==> config.mk <==
export PLATFORM = sky130hd
export DESIGN_NAME = spi_mem_arbiter_flat
export DESIGN_NICKNAME = d
export VERILOG_FILES = /design/src/rtl/spi_mem_pkg.sv /design/src/rtl/spi_mem_arbiter_if.sv /design/src/rtl/spi_mem_arbiter.sv /design/src/flat_wrapper.sv
export SDC_FILE = /design/constraint.sdc
export NUM_CORES = 1
export LEC_CHECK = 0
export BUFFER_PORTS_ARGS = -buffer_cell sky130_fd_sc_hd__buf_2
export CAP_MARGIN = 20
export CORE_UTILIZATION = 44
export DETAILED_ROUTE_END_ITERATION = 8
export PLACE_DENSITY_LB_ADDON = 0.08
export SLEW_MARGIN = 20
export SYNTH_ARGS = -nofsm -noshare
export SYNTH_HDL_FRONTEND = slang
export SYNTH_SLANG_ARGS = --single-unit
export TNS_END_PERCENT = 100
==> constraint.sdc <==
create_clock -name clk -period 1.8 [get_ports clk]
set_input_delay 0.36 -clock clk [delete_from_list [all_inputs] [get_ports clk]]
set_output_delay 0.36 -clock clk [all_outputs]
set_load 0.005 [all_outputs]
==> src/rtl/spi_mem_pkg.sv <==
// Shared types and constants for the SPI memory arbiter: FSM states, grant
// encoding, device select values and the round-robin grant decision.
`timescale 1ns/1ps
package spi_mem_pkg;

  typedef enum logic [1:0] {
    S_IDLE,
    S_REQ,
    S_RELEASE
  } arb_state_t;

  // Which master owns the current (or most recent) transaction.
  typedef enum logic {
    GNT_I = 1'b0,
    GNT_D = 1'b1
  } grant_t;

  localparam logic DEV_SRAM     = 1'b0;
  localparam logic DEV_EEPROM   = 1'b1;
  localparam int   DEV_ADDR_BIT = 16;
  localparam int   MEM_AW       = 14;

  // Single requester wins outright; on a tie the master that did not win
  // last time is served.
  function automatic grant_t pick_grant(input logic   i_cyc,
                                        input logic   d_cyc,
                                        input grant_t last);
    grant_t g;
    if (i_cyc && d_cyc) begin
      if (last == GNT_I) g = GNT_D;
      else               g = GNT_I;
    end else if (d_cyc) begin
      g = GNT_D;
    end else begin
      g = GNT_I;
    end
    return g;
  endfunction

endpackage

==> src/rtl/spi_mem_arbiter_if.sv <==
// Bus bundle between the SERV instruction/data buses, the arbiter and the
// SPI memory controller. The arbiter uses the slave view; the surrounding
// environment (core side and controller side) uses the master view.
`timescale 1ns/1ps
interface spi_mem_arbiter_if;

  // SERV instruction bus (read only)
  logic        ibus_cyc;
  logic [31:0] ibus_adr;
  logic [31:0] ibus_rdt;
  logic        ibus_ack;

  // SERV data bus
  logic        dbus_cyc;
  logic        dbus_we;
  logic [31:0] dbus_adr;
  logic [3:0]  dbus_sel;
  logic [31:0] dbus_dat;
  logic [31:0] dbus_rdt;
  logic        dbus_ack;

  // SPI memory controller Wishbone port
  logic        mem_cyc;
  logic [13:0] mem_adr;
  logic        mem_we;
  logic [3:0]  mem_sel;
  logic [31:0] mem_dat_w;
  logic [31:0] mem_dat_r;
  logic        mem_ack;

  // Device steering and sticky error
  logic        dev_sel;
  logic        err;

  modport slave (
    input  ibus_cyc, ibus_adr,
    output ibus_rdt, ibus_ack,
    input  dbus_cyc, dbus_we, dbus_adr, dbus_sel, dbus_dat,
    output dbus_rdt, dbus_ack,
    output mem_cyc, mem_adr, mem_we, mem_sel, mem_dat_w,
    input  mem_dat_r, mem_ack,
    output dev_sel, err
  );

  modport master (
    output ibus_cyc, ibus_adr,
    input  ibus_rdt, ibus_ack,
    output dbus_cyc, dbus_we, dbus_adr, dbus_sel, dbus_dat,
    input  dbus_rdt, dbus_ack,
    input  mem_cyc, mem_adr, mem_we, mem_sel, mem_dat_w,
    output mem_dat_r, mem_ack,
    input  dev_sel, err
  );

endinterface

==> src/rtl/spi_mem_arbiter.sv <==
// Shares the SPI memory controller's single Wishbone port between the SERV
// instruction and data buses. Round-robin on ties, decodes SRAM vs EEPROM
// from address bit 16, rejects EEPROM writes with a sticky error, and always
// leaves the controller one cyc-low cycle (S_RELEASE) plus one idle cycle
// before the next request.
`timescale 1ns/1ps
module spi_mem_arbiter
  import spi_mem_pkg::*;
(
  input  logic              clk,
  input  logic              rst_n,
  spi_mem_arbiter_if.slave  bus
);

  arb_state_t          r_state;
  grant_t              r_grant;
  grant_t              r_last_grant;
  logic                r_mem_cyc;
  logic [MEM_AW-1:0]   r_mem_adr;
  logic                r_mem_we;
  logic [3:0]          r_mem_sel;
  logic [31:0]         r_mem_dat_w;
  logic                r_dev_sel;
  logic                r_err;
  logic [31:0]         r_rdt;
  logic                r_ibus_ack;
  logic                r_dbus_ack;

  // Request selection for the S_IDLE decision.
  grant_t              w_grant;
  logic                w_any_req;
  logic                w_gnt_d;
  logic [31:0]         w_adr;
  logic                w_we;
  logic                w_reject;
  logic                w_reject_pending;
  logic                w_unused;

  assign w_any_req = bus.ibus_cyc | bus.dbus_cyc;
  assign w_grant   = pick_grant(bus.ibus_cyc, bus.dbus_cyc, r_last_grant);
  assign w_gnt_d   = (w_grant == GNT_D);
  assign w_adr     = w_gnt_d ? bus.dbus_adr : bus.ibus_adr;
  assign w_we      = w_gnt_d & bus.dbus_we;
  assign w_reject  = w_we & (w_adr[DEV_ADDR_BIT] == DEV_EEPROM);

  // Only data-bus writes latch mem_we, so this marks a latched EEPROM write.
  assign w_reject_pending = r_mem_we & (r_dev_sel == DEV_EEPROM);

  // Address bits outside [16:2] carry no meaning for this memory map.
  assign w_unused = ^{bus.ibus_adr[31:DEV_ADDR_BIT+1], bus.ibus_adr[1:0],
                      bus.dbus_adr[31:DEV_ADDR_BIT+1], bus.dbus_adr[1:0]};

  // Arbitration FSM with all outputs registered.
  // NOTE: sequential state uses non-blocking assignments so every flop
  // samples the pre-edge values regardless of statement order.
  always_ff @(posedge clk or negedge rst_n) begin
    if (!rst_n) begin
      r_state      <= S_IDLE;
      r_grant      <= GNT_I;
      r_last_grant <= GNT_D;
      r_mem_cyc    <= 1'b0;
      r_mem_adr    <= '0;
      r_mem_we     <= 1'b0;
      r_mem_sel    <= '0;
      r_mem_dat_w  <= '0;
      r_dev_sel    <= DEV_SRAM;
      r_err        <= 1'b0;
      r_rdt        <= '0;
      r_ibus_ack   <= 1'b0;
      r_dbus_ack   <= 1'b0;
    end else begin
      case (r_state)
        S_IDLE: begin
          if (w_any_req) begin
            r_grant      <= w_grant;
            r_last_grant <= w_grant;
            r_mem_adr    <= w_adr[DEV_ADDR_BIT-1:2];
            r_dev_sel    <= w_adr[DEV_ADDR_BIT];
            r_mem_we     <= w_we;
            r_mem_sel    <= w_gnt_d ? bus.dbus_sel : 4'b1111;
            r_mem_dat_w  <= w_gnt_d ? bus.dbus_dat : 32'h0;
            // An EEPROM write never reaches the controller.
            r_mem_cyc    <= ~w_reject;
            r_state      <= S_REQ;
          end
        end

        S_REQ: begin
          // A rejected write spends this one cycle here with cyc low, so its
          // ack lands two cycles after sampling like a zero-latency access.
          if (w_reject_pending) begin
            r_err      <= 1'b1;
            r_rdt      <= '0;
            r_ibus_ack <= (r_grant == GNT_I);
            r_dbus_ack <= (r_grant == GNT_D);
            r_state    <= S_RELEASE;
          end else if (bus.mem_ack) begin
            r_mem_cyc  <= 1'b0;
            r_rdt      <= r_mem_we ? 32'h0 : bus.mem_dat_r;
            r_ibus_ack <= (r_grant == GNT_I);
            r_dbus_ack <= (r_grant == GNT_D);
            r_state    <= S_RELEASE;
          end
        end

        S_RELEASE: begin
          // Controller sees cyc low here; no request is sampled.
          r_ibus_ack <= 1'b0;
          r_dbus_ack <= 1'b0;
          r_state    <= S_IDLE;
        end

        default: begin
          r_state <= S_IDLE;
        end
      endcase
    end
  end

  assign bus.mem_cyc   = r_mem_cyc;
  assign bus.mem_adr   = r_mem_adr;
  assign bus.mem_we    = r_mem_we;
  assign bus.mem_sel   = r_mem_sel;
  assign bus.mem_dat_w = r_mem_dat_w;
  assign bus.dev_sel   = r_dev_sel;
  assign bus.err       = r_err;
  assign bus.ibus_rdt  = r_rdt;
  assign bus.dbus_rdt  = r_rdt;
  assign bus.ibus_ack  = r_ibus_ack;
  assign bus.dbus_ack  = r_dbus_ack;

endmodule

==> src/flat_wrapper.sv <==
// flat-port wrapper written by rule: the top's interface ports become plain ports
module spi_mem_arbiter_flat import spi_mem_pkg::*;
  (clk, rst_n, bus_ibus_cyc, bus_ibus_adr, bus_ibus_rdt, bus_ibus_ack, bus_dbus_cyc, bus_dbus_we, bus_dbus_adr, bus_dbus_sel, bus_dbus_dat, bus_dbus_rdt, bus_dbus_ack, bus_mem_cyc, bus_mem_adr, bus_mem_we, bus_mem_sel, bus_mem_dat_w, bus_mem_dat_r, bus_mem_ack, bus_dev_sel, bus_err);
  spi_mem_arbiter_if bus_i ();
  input  logic clk;
  input  logic rst_n;
  input wire logic [$bits(bus_i.ibus_cyc)-1:0] bus_ibus_cyc;
  input wire logic [$bits(bus_i.ibus_adr)-1:0] bus_ibus_adr;
  output wire logic [$bits(bus_i.ibus_rdt)-1:0] bus_ibus_rdt;
  output wire logic [$bits(bus_i.ibus_ack)-1:0] bus_ibus_ack;
  input wire logic [$bits(bus_i.dbus_cyc)-1:0] bus_dbus_cyc;
  input wire logic [$bits(bus_i.dbus_we)-1:0] bus_dbus_we;
  input wire logic [$bits(bus_i.dbus_adr)-1:0] bus_dbus_adr;
  input wire logic [$bits(bus_i.dbus_sel)-1:0] bus_dbus_sel;
  input wire logic [$bits(bus_i.dbus_dat)-1:0] bus_dbus_dat;
  output wire logic [$bits(bus_i.dbus_rdt)-1:0] bus_dbus_rdt;
  output wire logic [$bits(bus_i.dbus_ack)-1:0] bus_dbus_ack;
  output wire logic [$bits(bus_i.mem_cyc)-1:0] bus_mem_cyc;
  output wire logic [$bits(bus_i.mem_adr)-1:0] bus_mem_adr;
  output wire logic [$bits(bus_i.mem_we)-1:0] bus_mem_we;
  output wire logic [$bits(bus_i.mem_sel)-1:0] bus_mem_sel;
  output wire logic [$bits(bus_i.mem_dat_w)-1:0] bus_mem_dat_w;
  input wire logic [$bits(bus_i.mem_dat_r)-1:0] bus_mem_dat_r;
  input wire logic [$bits(bus_i.mem_ack)-1:0] bus_mem_ack;
  output wire logic [$bits(bus_i.dev_sel)-1:0] bus_dev_sel;
  output wire logic [$bits(bus_i.err)-1:0] bus_err;
  assign bus_i.ibus_cyc = bus_ibus_cyc;
  assign bus_i.ibus_adr = bus_ibus_adr;
  assign bus_ibus_rdt = bus_i.ibus_rdt;
  assign bus_ibus_ack = bus_i.ibus_ack;
  assign bus_i.dbus_cyc = bus_dbus_cyc;
  assign bus_i.dbus_we = bus_dbus_we;
  assign bus_i.dbus_adr = bus_dbus_adr;
  assign bus_i.dbus_sel = bus_dbus_sel;
  assign bus_i.dbus_dat = bus_dbus_dat;
  assign bus_dbus_rdt = bus_i.dbus_rdt;
  assign bus_dbus_ack = bus_i.dbus_ack;
  assign bus_mem_cyc = bus_i.mem_cyc;
  assign bus_mem_adr = bus_i.mem_adr;
  assign bus_mem_we = bus_i.mem_we;
  assign bus_mem_sel = bus_i.mem_sel;
  assign bus_mem_dat_w = bus_i.mem_dat_w;
  assign bus_i.mem_dat_r = bus_mem_dat_r;
  assign bus_i.mem_ack = bus_mem_ack;
  assign bus_dev_sel = bus_i.dev_sel;
  assign bus_err = bus_i.err;
  spi_mem_arbiter u_core (.clk(clk), .rst_n(rst_n), .bus(bus_i));
endmodule
==> results.py <==
metrics = {
    "outcome": {
        "status": "finished, final reports clean",
    },
    "routing": {
        "vias": 3231,
        "ant_nets": 0,
        "wl_per_cell_um": 15.1,
        "drtIter0Drc": 51,
        "drtPass1Iterations": 6,
        "wl_mm": 10.2,
        "routed_via_density": 4.79,
        "drc": 0,
    },
    "global_routing": {
        "first_global_vias": 3204,
        "grt_usage": 0.202,
        "grt_max_degree": 44,
        "grt_pass1_wl_mm": 16.1,
        "antenna_found_initial": 0,
        "gr-total-overflow": 0,
    },
    "power_and_ir_drop": {
        "p_int_w": 0.00642,
        "seq_power_share": 0.378,
        "pwr-share-comb": 0.477,
        "p_leak_nw": 3.06,
        "pwr-share-clk": 0.145,
        "p_sw_frac": 0.342,
        "power_density_nw_per_um2": 1730,
        "p_sw_w": 0.00334,
        "vdd_ir_drop_max_uv": 719,
    },
    "critical_path": {
        "crit_path_start_kind": "register",
        "reg2reg_from": "u_core.bus.dev_sel",
        "crit_buf_inv": 1,
        "cp-startpoint": "u_core.bus.dev_sel",
        "crit_fanout": 10,
        "path_cells": "and2_4 > o21ai_4 > buf_4 > mux2_4",
        "crit_type": "register to register",
        "cp.required_ns": 2.03,
        "critPathSlowestCell": "o21ai_4",
        "cp-end-kind": "register",
        "critPathTopFamily": "compound AO/OA/AOI/OAI gates",
        "slowest_delay_ns": 0.43,
        "critical_path_arrival_ns": 1.90,
    },
    "synth": {
        "yosys.area_share.simple": 0.106,
        "synth_flop_cell": "dfrtp_1",
        "synth_compound_area_frac": 0.134,
        "yosys_warnings": 0,
        "synth_top_area_cell": "dfrtp_1",
        "syn_area_um2": 4340,
        "synth-edff-count": 0,
        "ys_types": 33,
        "synth.avg_cell_area_um2": 12.8,
        "synthArstFlopShare": 1.00,
        "post-synth-top-area-fraction": 0.525,
        "seq_area_frac_synth": 0.531,
        "synth_xor_area_frac": 0,
        "synthesis.instances": 339,
        "synth_fa_ha_area_frac": 0.0144,
        "synth_area_leaders": "dfrtp_1 (52%), mux2_4 (10%), a22o_1 (6.7%), and2b_2 (6.1%), buf_4 (5.7%)",
        "synthMuxAreaShare": 0.119,
        "synth_top_family_by_area": "compound AO/OA/AOI/OAI gates",
        "syn_nets": 482,
        "synth_seq_cells": 92,
    },
    "floorplanning": {
        "die_area_um2": 10300,
        "initial_core_util": 0.461,
        "floorplan.rows": 35,
        "fp.dieH_um": 101,
        "io_pins": 258,
        "die_w_um": 101,
        "core_area_um2": 9420,
    },
    "final_layout": {
        "n_antenna_cell": 0,
        "fillers": 815,
        "multiInputGateArea_um2": 1640,
        "regArea_um2": 2300,
        "syn_to_final_growth_pct": 29.7,
        "finalInstanceArea_um2": 5630,
        "final_common_cell": "buf_2",
        "nNetsFinal": 683,
        "drive_above_1_share": 0.606,
        "mostFrequentLayoutCells": "buf_2 (222), dfrtp_1 (91), a22o_1 (33), a21oi_1 (32)",
    },
    "clock_tree": {
        "numCtsBuffers": 9,
        "clk_pin_slew_ns": 0.10,
        "clkLatencyLatePin_ns": 0.35,
        "cts_setup_buffers": 0,
        "cts_root_buffer": "clkbuf_8",
        "clock_path_buffers": 2,
        "cts_tree": "built",
        "cts_num_sinks": 92,
        "htreeDepth": 3,
    },
    "flow_run": {
        "maxCapViolCount": 0,
    },
    "sta": {
        "max_freq_ghz": 0.601,
        "slew_headroom": 0.620,
        "tightest_slew_ns": 0.570,
        "skew_ns": 0.00837,
        "setup_tns_ns": 0,
        "holdWs_ns": 0.216,
        "post-route-min-period_ns": 1.66,
        "post-route-period-util": 0.925,
        "final_max_slew_viol_count": 0,
        "rsz0062_at_grt": "false",
        "setup_viol": 0,
        "finalHoldViolations": 0,
    },
    "placement": {
        "placed_area_um2": 5410,
        "place.gp.congestion": 0.740,
        "hpwlAfterDp_mm": 7.34,
        "numPortBuffers": 223,
    },
    "hold_path": {
        "hp-class": "input pin to register",
        "hp-start": "bus_dbus_dat[9]",
    },
}
-- final timing paths --
check	endpoint	depth (start not counted)	slack (ns)
min in group asynchronous	u_core.r_state[1]	2	0.44
worst max-delay path	u_core.bus.dbus_rdt[18]	4	0.14
worst max register to register	u_core.bus.dbus_rdt[18]	4	0.14
max in group asynchronous	u_core.bus.mem_dat_w[2]	3	0.82
worst min-delay path	u_core.bus.mem_dat_w[9]	2	0.22
worst min register to register	u_core.bus.err	1	0.47
-- layer usage --
metal	vias up	global-route usage	routed length, µm
met5	-	0	0
met4	0	0.0635	97
met3	9	0.0511	726
met2	129	0.337	5200
met1	1554	0.259	4160
li1	1539	-	-
-- area by class of cell --
cell class | count | area share
inverters | 3 | 0.00200
flip-flops and latches | 92 | 0.409
clock inverters | 7 | 0.0133
multi-input cells | 195 | 0.291
well taps | 129 | 0.0287
clock buffers | 9 | 0.0220
repair buffers | 239 | 0.234
-- timing repair --
item	CTS	global route
resized for setup	0	2
setup endpoints to repair	0	3
hold buffers	1	0
endpoints found under the hold margin	18	0
-- sequential cells by signal, summed over array words and instances, names as in the netlist --
register              count
u_core.r_last_grant       1
u_core.r_grant            1
u_core.bus.dev_sel        1
u_core.bus.mem_adr       14
u_core.bus.mem_cyc        1
u_core.bus.mem_we         1
u_core.bus.mem_dat_w     32
u_core.bus.ibus_ack       1
u_core.r_state            2
u_core.bus.err            1
u_core.bus.dbus_rdt      32
u_core.bus.dbus_ack       1
u_core.bus.mem_sel        4
-- cell families after synthesis --
family / Yosys count
adders and majority gates: 5
DFF: 92
AOI/OAI and AO/OA: 78
buffers and inverters: 53
muxes: 36
and+or+nand+nor: 75
-- metrics by stage --
step / worst slack, ns / cells / total power [W] / utilization
2_1_floorplan: 0.317 / 339 / 0.00686 / -
3_3_place_gp: 0.139 / 656 / 0.00828 / 0.575
3_5_place_dp: 0.100 / 656 / 0.00841 / 0.575
4_1_cts: 0.0799 / 673 / 0.00986 / 0.597
5_1_grt: 0.0319 / 674 / 0.0106 / 0.598
6_report: 0.136 / 674 / 0.00975 / 0.598
-- worst reg2reg max path, stage by stage, from the launching register on --
cell	delay [ns]
dfrtp_1	0.38
and2_4	0.18
o21ai_4	0.43
buf_4	0.26
mux2_4	0.30
-- power by group through the flow --
| stage | logic (W) | registers, W | clock network (W) |
|---|---|---|---|
| floorplan | 0.00307 | 0.00379 | 0 |
| global placement | 0.00460 | 0.00369 | 0 |
| detailed placement | 0.00470 | 0.00371 | 0 |
| CTS | 0.00471 | 0.00370 | 0.00145 |
| global route | 0.00519 | 0.00385 | 0.00155 |
| finish | 0.00465 | 0.00369 | 0.00141 |
-- cell usage after synthesis, types with 2 or more instances --
library cell    number
mux2_4              30
clkbuf_1             5
nor2_1              16
o22a_1               4
dlymetal6s2s_1       2
nand2_1             22
a22o_1              33
mux2_2               6
dfrtp_1             91
a21oi_1             32
buf_12               3
inv_1                3
buf_6                3
and2b_1              2
ha_1                 5
buf_2                4
buf_4               33
and2b_2             30
Power figures use the tool's default switching activity.
